$ cat src/rtl/rf_write_arbiter.sv
// Register-file write-port arbiter: shares WE3/A3/WD3 between in-order writeback and a
// buffered long-latency result stream, and keeps the pending-destination scoreboard.
module rf_write_arbiter #(
    parameter int FIFO_DEPTH = 2,
    parameter int STARVE_MAX = 4
) (
    input  logic        clk,
    input  logic        rst,
    input  logic        wb_we,
    input  logic [4:0]  wb_rd,
    input  logic [31:0] wb_wd,
    output logic        wb_stall,
    input  logic        lu_issue,
    input  logic [4:0]  lu_issue_rd,
    input  logic        lu_valid,
    input  logic [4:0]  lu_rd,
    input  logic [31:0] lu_wd,
    output logic        lu_ready,
    input  logic [4:0]  rs1,
    input  logic [4:0]  rs2,
    output logic        rs1_busy,
    output logic        rs2_busy,
    output logic        rf_we,
    output logic [4:0]  rf_a3,
    output logic [31:0] rf_wd,
    output logic [31:0] pending,
    output logic        waw_err
);
    localparam int AW = $clog2(FIFO_DEPTH);
    localparam int SW = (STARVE_MAX > 1) ? $clog2(STARVE_MAX) : 1;
    localparam logic [AW:0]   FULL_CNT    = (AW + 1)'(FIFO_DEPTH);
    localparam logic [AW:0]   CNT_ONE     = (AW + 1)'(1);
    localparam logic [AW-1:0] PTR_ONE     = AW'(1);
    localparam logic [SW-1:0] STARVE_LAST = SW'(STARVE_MAX - 1);
    localparam logic [SW-1:0] STARVE_ONE  = SW'(1);

    logic [4:0]    r_fifo_rd [FIFO_DEPTH];
    logic [31:0]   r_fifo_wd [FIFO_DEPTH];
    logic [AW-1:0] r_wptr;
    logic [AW-1:0] r_rptr;
    logic [AW:0]   r_count;
    logic [SW-1:0] r_starve;
    logic          r_stall;
    logic          r_rf_we;
    logic [4:0]    r_rf_a3;
    logic [31:0]   r_rf_wd;
    logic [31:0]   r_pending;
    logic          r_waw_err;

    logic          w_empty;
    logic          w_full;
    logic [4:0]    w_head_rd;
    logic [31:0]   w_head_wd;
    logic          w_wb_win;
    logic          w_pop;
    logic          w_push;
    logic          w_issue;
    logic [31:0]   w_clr_vec;
    logic [31:0]   w_set_vec;
    logic [31:0]   w_pending_nxt;
    logic          w_err_now;
    logic [AW:0]   w_count_nxt;

    assign w_empty   = (r_count == '0);
    assign w_full    = (r_count == FULL_CNT);
    assign w_head_rd = r_fifo_rd[r_rptr];
    assign w_head_wd = r_fifo_wd[r_rptr];

    // A stalled cycle blocks writeback, so the pop condition reduces to "FIFO has data and WB lost".
    assign w_wb_win = wb_we && (wb_rd != 5'd0) && !r_stall;
    assign w_pop    = !w_empty && !w_wb_win;
    assign w_push   = lu_valid && !w_full && (lu_rd != 5'd0);
    assign w_issue  = lu_issue && (lu_issue_rd != 5'd0);

    assign w_clr_vec     = w_pop ? (32'd1 << w_head_rd) : 32'd0;
    assign w_set_vec     = w_issue ? (32'd1 << lu_issue_rd) : 32'd0;
    assign w_pending_nxt = ((r_pending & ~w_clr_vec) | w_set_vec) & ~32'd1;

    assign w_err_now = (w_issue && r_pending[lu_issue_rd] && !w_clr_vec[lu_issue_rd])
                    || (w_wb_win && r_pending[wb_rd])
                    || (w_push && !r_pending[lu_rd]);

    always_comb begin
        w_count_nxt = r_count;
        case ({w_push, w_pop})
            2'b10:   w_count_nxt = r_count + CNT_ONE;
            2'b01:   w_count_nxt = r_count - CNT_ONE;
            default: w_count_nxt = r_count;
        endcase
    end

    always_ff @(posedge clk) begin
        if (w_push) begin
            r_fifo_rd[r_wptr] <= lu_rd;
            r_fifo_wd[r_wptr] <= lu_wd;
        end
    end

    always_ff @(posedge clk or negedge rst) begin
        if (!rst) begin
            r_wptr    <= '0;
            r_rptr    <= '0;
            r_count   <= '0;
            r_starve  <= '0;
            r_stall   <= 1'b0;
            r_rf_we   <= 1'b0;
            r_rf_a3   <= 5'd0;
            r_rf_wd   <= 32'd0;
            r_pending <= 32'd0;
            r_waw_err <= 1'b0;
        end else begin
            if (w_push) r_wptr <= r_wptr + PTR_ONE;
            if (w_pop)  r_rptr <= r_rptr + PTR_ONE;
            r_count   <= w_count_nxt;
            r_pending <= w_pending_nxt;
            if (w_err_now) r_waw_err <= 1'b1;

            if (w_wb_win) begin
                r_rf_we <= 1'b1;
                r_rf_a3 <= wb_rd;
                r_rf_wd <= wb_wd;
            end else if (w_pop) begin
                r_rf_we <= 1'b1;
                r_rf_a3 <= w_head_rd;
                r_rf_wd <= w_head_wd;
            end else begin
                r_rf_we <= 1'b0;
            end

            // Head lost to writeback again after STARVE_MAX-1 losses: force one stalled cycle.
            if (w_empty || w_pop) begin
                r_starve <= '0;
                r_stall  <= 1'b0;
            end else if (r_starve == STARVE_LAST) begin
                r_starve <= '0;
                r_stall  <= 1'b1;
            end else begin
                r_starve <= r_starve + STARVE_ONE;
                r_stall  <= 1'b0;
            end
        end
    end

    assign wb_stall = r_stall;
    assign lu_ready = !w_full;
    assign rs1_busy = r_pending[rs1] && (rs1 != 5'd0);
    assign rs2_busy = r_pending[rs2] && (rs2 != 5'd0);
    assign rf_we    = r_rf_we;
    assign rf_a3    = r_rf_a3;
    assign rf_wd    = r_rf_wd;
    assign pending  = r_pending;
    assign waw_err  = r_waw_err;

endmodule

$ cat config.mk
export PLATFORM = sky130hd
export DESIGN_NAME = rf_write_arbiter
export DESIGN_NICKNAME = d
export VERILOG_FILES = /design/src/rtl/rf_write_arbiter.sv
export SDC_FILE = /design/constraint.sdc
export NUM_CORES = 1
export LEC_CHECK = 0
export BUFFER_PORTS_ARGS = -buffer_cell sky130_fd_sc_hd__clkbuf_2
export CAP_MARGIN = 0
export CORE_MARGIN = 2
export CORE_UTILIZATION = 35
export DETAILED_ROUTE_END_ITERATION = 8
export PLACE_DENSITY_LB_ADDON = 0.05
export SKIP_CTS_REPAIR_TIMING = 1
export SLEW_MARGIN = 20
export SYNTH_ARGS = -nofsm -noshare
export SYNTH_HDL_FRONTEND = slang
export SYNTH_SLANG_ARGS = --single-unit
$ cat constraint.sdc
create_clock -name clk -period 3 [get_ports clk]
set_clock_uncertainty 0.1 [all_clocks]
set_input_delay 0.3 -clock clk [delete_from_list [all_inputs] [get_ports clk]]
set_output_delay 0.3 -clock clk [all_outputs]
set_load 0.03 [all_outputs]
==> Word level (Yosys, flattened, before mapping) <==
Memory sizes are Yosys's and may differ from the RTL's.
Cells that the tools add are included.
{ "totals": {"ff_bits": 77, "latchBits": 0, "ramBits": 74, "rom_bits": 0, "input_bits": 94, "output_inout_bits": 75, "elab_cells": 87, "mem_count": 2} }
{ "memory_table": {"columns": ["memory", "depth", "word_bits", "read_ports", "rd_ports_with_merged_regs", "write_ports", "line_no", "rtl"], "rows": [
  ["r_fifo_wd", 2, 32, 1, 0, 1, "38", "logic [31:0] r_fifo_wd [FIFO_DEPTH];"],
  ["r_fifo_rd", 2, 5, 1, 0, 1, "37", "logic [4:0] r_fifo_rd [FIFO_DEPTH];"]
]} }
{ "op_classes": {"n_addsub": 5, "multipliers": 0, "div": 0, "order_cmp": 5, "eq_ne": 4, "shifts": 2, "n_mux": 27, "bitwise": 3, "n_reduce_logical": 29} }
{ "ops": {"columns": ["operator", "count"], "rows": [
  ["$mux W32", 4],
  ["$shl A1 B5 Y32 const A", 2],
  ["$and A32 B32 Y32", 1],
  ["$not A32 Y32", 1],
  ["$or A32 B32 Y32", 1],
  ["$bmux W1 S5", 6],
  ["$lt A5 B6 Y1 const B", 5],
  ["$reduce_bool A5 Y1", 5],
  ["$logic_and A1 B1 Y1", 12],
  ["$mux W1", 12],
  ["$mux W5", 2],
  ["$eq A2 B2 Y1 const B", 3],
  ["$logic_not A1 Y1", 6],
  ["$add A2 B1 Y2 const B", 2],
  ["$mux W2", 2],
  ["$pmux W2 S2", 1],
  ["$reduce_bool A2 Y1", 2],
  ["$logic_or A1 B1 Y1", 3],
  ["$add A1 B1 Y1 const B", 2],
  ["$eq A2 B1 Y1 const B", 1],
  ["$logic_not A2 Y1", 1],
  ["$sub A2 B1 Y2 const B", 1]
]} }

==> Depth between registers and ports, before layout <==
{ "depth": {"ltp_word": 12, "mapped_depth": 9, "depth_no_buf": 7} }

==> Worst setup path before layout <==
Ideal clock, no wire load.
{ "synth_path": {"path_type": "reg2reg", "start": "register r_count[0]", "end": "memory r_fifo_rd[0][0] (enable)", "setup_time_ns": 0.431, "arrival_time_ns": 2.632, "required_ns": 2.469, "slack_ns": -0.164, "path_stages_with_launch": 5, "n_path_buf": 1, "synth_period_minus_slack_ns": 3.164, "path_cell_list": "dfrtp_1 -> buf_2 -> nand2b_1 -> o211ai_1 -> nor2_1"} }
{ "synth_between": {"elab_chain_cells": 6} }
{ "synth_rtl": {"columns": ["element", "line_no", "rtl"], "rows": [
  ["start, declared", "41", "logic [AW:0] r_count;"],
  ["start signal, assigned", "114", "r_count <= w_count_nxt;"],
  ["$eq A2 B2 Y1", "65", "assign w_full = (r_count == FULL_CNT);"],
  ["$logic_not A1 Y1", null, null],
  ["via lu_ready", "18", "output logic lu_ready,"],
  ["$logic_and A1 B1 Y1 (2 in series)", "72", "assign w_push = lu_valid && !w_full && (lu_rd != 5'd0);"],
  ["$mux W1", "93", "if (w_push) begin"],
  ["$mux W1 (implied by the code)", "94", "r_fifo_rd[r_wptr] <= lu_rd;"],
  ["end, declared", "37", null]
]} }
The timed path passes the listed nets, and every way through them passes these cells.

==> Worst setup path after layout <==
{ "layout_path": {"start": "register r_pending[13] (netlist: pending[13])", "end": "output rs1_busy"} }
{ "layout_between": {"elab_chain_cells": 3} }
{ "layout_rtl": {"columns": ["element", "line_no", "rtl"], "rows": [
  ["start, declared", "47", "logic [31:0] r_pending;"],
  ["start signal, assigned", "115", "r_pending <= w_pending_nxt;"],
  ["$bmux W1 S5", "146", "assign rs1_busy = r_pending[rs1] && (rs1 != 5'd0);"],
  ["$mux W1 (implied by the code)", "146", null],
  ["$logic_and A1 B1 Y1", "146", null],
  ["end, declared", "21", "output logic rs1_busy,"]
]} }
Every way passes these cells. The select of a mux whose other input is x is not followed.

==> impl_metrics.csv <==
group,metric,value,unit
outcome,status,"finished with violations",
outcome,failed_checks,"hold timing",
setup_path,cp.arrival,2.34,ns
timing,period_share,91.2,%
timing,setup_tns,0,ns
synth,synth_fp_nets,726,
floorplanning,initial_utilization,35.8,%
synth,async_reset_ff_share,51.0,%
floorplanning,dieArea,22700,um^2
layout,final_common_cell,"clkbuf_2",
clock_network,cts.sinks,151,
setup_path,end_kind,"output pin",
drt,first_iter_violations,434,
layout,final_cell_mix,"clkbuf_2, o21ai_0, dfrtp_1, edfxtp_1, nand2_1",
timing,relSlewSlack,40.9,%
global_routing,grt_pass1_vias,5881,
synth,ys_seq_area_share,55.0,%
clock_network,clkTransAtPathRegs,0.06,ns
layout,multi_input_area,3190,um^2
global_routing,grt_max_degree,64,
timing,hold_violations,11,
synth,synth_seq_cells,151,
timing,grt_setup_unrepaired,"false",
power_and_ir_drop,power.leakage,4.03,nW
setup_path,start_kind,"flip-flop",
clock_network,clkLatencyLatePin,0.41,ns
synth,ys_warn_count,0,
clock_network,cts_tree,"built",
drt,drc,0,
floorplanning,core,21100,um^2
timing,fin_hold_ws,-0.0138,ns
place,dp_hpwl,15600,um
timing,fmax,366,MHz
floorplanning,die_x,151,um
timing,slew_viol_final,0,
setup_path,path_class,"flip-flop to output pin",
timing,setup_viol,0,
place,gp_routability_congestion,0.874,
global_routing,grt_use_total,19.5,%
drt,vias,6006,
drt,wl_per_cell,19.4,um
layout,fin_nets,931,
place,placed_area,8680,um^2
global_routing,grt_pass1_wl,33300,um
synth,syn_area,7540,um^2
timing,fin_crit,2.74,ns
synth,ys_types,50,
flow_run,max-cap-violations,0,
drt,totalWireLength,21800,um
clock_network,clockBufferDepth,2,
setup_path,required,2.60,ns
layout,fill_cells,2010,
global_routing,antenna_found_initial,0,
floorplanning,die_height,151,um
timing,tightest_slew,0.886,ns
synth,synth_edf_count,74,
layout,final_layout_size_suffix_gt1_share,31.7,%
global_routing,grt_overflow,0,
synth,synth_flop_cell,"dfrtp_1",
layout,final_cell_area,9680,um^2
layout,n_antenna_cell,0,
setup_path,critPathMaxFanout,7,
synth,syn_inst,630,
clock_network,cts_buffers,17,
place,port_buffers,167,
clock_network,cts.root.buffer_cell,"clkbuf_16",
floorplanning,ioPinCount,169,
clock_network,htreeDepth,4,
drt,vias_per_cell,5.35,
worst_hold_path,worstHoldPathType,"primary input to flip-flop",
drt,detail-route-antenna-nets,0,
power_and_ir_drop,power_per_cell_area,991,nW/um^2
drt,dr.pass1.iters,5,
layout,postLayoutCoreUtil,45.9,%
power_and_ir_drop,ir_worst_vdd,409,uV
layout,seqCellArea,4150,um^2
layout,area_growth,28.4,%
floorplanning,num_rows,53,
synth,syn_area_per_cell,12.0,um^2
-- flip-flops by register name, summed over array words and instances, names as in the netlist --
register   count
r_count        2
r_fifo_wd     64
rf_a3          5
pending       31
r_fifo_rd     10
r_starve       2
r_rptr         1
rf_wd         32
wb_stall       1
waw_err        1
rf_we          1
r_wptr         1
-- where the power goes --
| part | total (mW) | switching, mW | internal, mW |
|---|---|---|---|
| clock network | 2.03 | 0.862 | 1.17 |
| logic | 3.94 | 2.44 | 1.49 |
| registers | 3.62 | 0.752 | 2.87 |
-- cell families after synthesis --
logic type,Yosys count,synth area share [%]
multiplexers,94,18.9
flip-flops,151,55.0
AND/OR/NAND/NOR,159,9.41
XOR/XNOR,10,1.16
other,1,0.0497
adder cells (fa/ha/maj),2,0.332
AO/OA/AOI/OAI,165,12.2
buffers and inverters,48,2.92
-- metrics by stage --
stage          instances  total power [mW]  setup WS (ns)
2_1_floorplan        630              6.14         -0.164
3_3_place_gp        1047              7.48          0.479
3_5_place_dp        1047              7.55          0.435
4_1_cts             1079              9.59          0.252
5_1_grt             1123              10.2          0.193
6_report            1123              9.59          0.264
-- cell usage after synthesis, types with 2 or more instances --
cell      instances  area (um^2)
a21oi_1          40          200
a22oi_1           2         15.0
a31oi_1           3         18.8
a41oi_1           2         17.5
and3_1            3         18.8
buf_1             5         18.8
buf_2            11         55.1
buf_4             3         22.5
buf_6             2         22.5
clkbuf_1         21         78.8
dfrtp_1          77         1930
edfxtp_1         74         2220
ha_1              2         25.0
inv_1             6         22.5
mux2_2            7         78.8
mux2i_1          49          490
mux4_2           38          856
nand2_1          60          225
nand2b_1          4         25.0
nand3_1           9         45.0
nand3b_1          5         37.5
nand4_1           3         18.8
nand4b_1          2         17.5
nor2_1           55          206
nor2b_1           4         25.0
nor3_1            4         20.0
o211ai_1          2         15.0
o21ai_0         104          521
o41a_1            2         22.5
or2_2             3         18.8
xnor2_1           6         52.6
xor2_1            4         35.0
-- per-layer routing --
layer	share of wire, %	vias to the layer above	global-route usage [%]	wire, um
li1	-	2764	-	-
met1	45	2974	27.0	9730
met2	47	245	30.4	10300
met3	6.4	23	4.85	1390
met4	2.0	0	6.12	446
met5	0	-	0	0
-- cell type report --
class | count | share of cell area, %
multi-input combinational | 431 | 33.0
clock inverter | 14 | 1.27
tap | 275 | 3.55
inverter | 6 | 0.233
clock buffer | 18 | 4.54
sequential | 151 | 42.9
timing repair buffer | 228 | 14.5
-- worst max-delay path: stages (launching register included) --
cell	delay [ns]
dfrtp_1	0.50
mux4_2	0.51
mux4_2	0.47
mux2_2	0.27
clkbuf_2	0.18
-- worst paths after layout --
check                                  from           to  slack [ns]  cells past startpoint
max in group asynchronous               rst    rf_wd[17]        1.68                      3
worst max register to register       r_rptr      waw_err        0.50                      6
worst min register to register  r_starve[0]  r_starve[0]        0.34                      1
min in group asynchronous               rst  pending[18]        0.36                      2
worst min-delay path               wb_wd[2]     rf_wd[2]       -0.01                      3
worst max-delay path            pending[13]     rs1_busy        0.26                      4
Power figures use the tool's default switching activity.
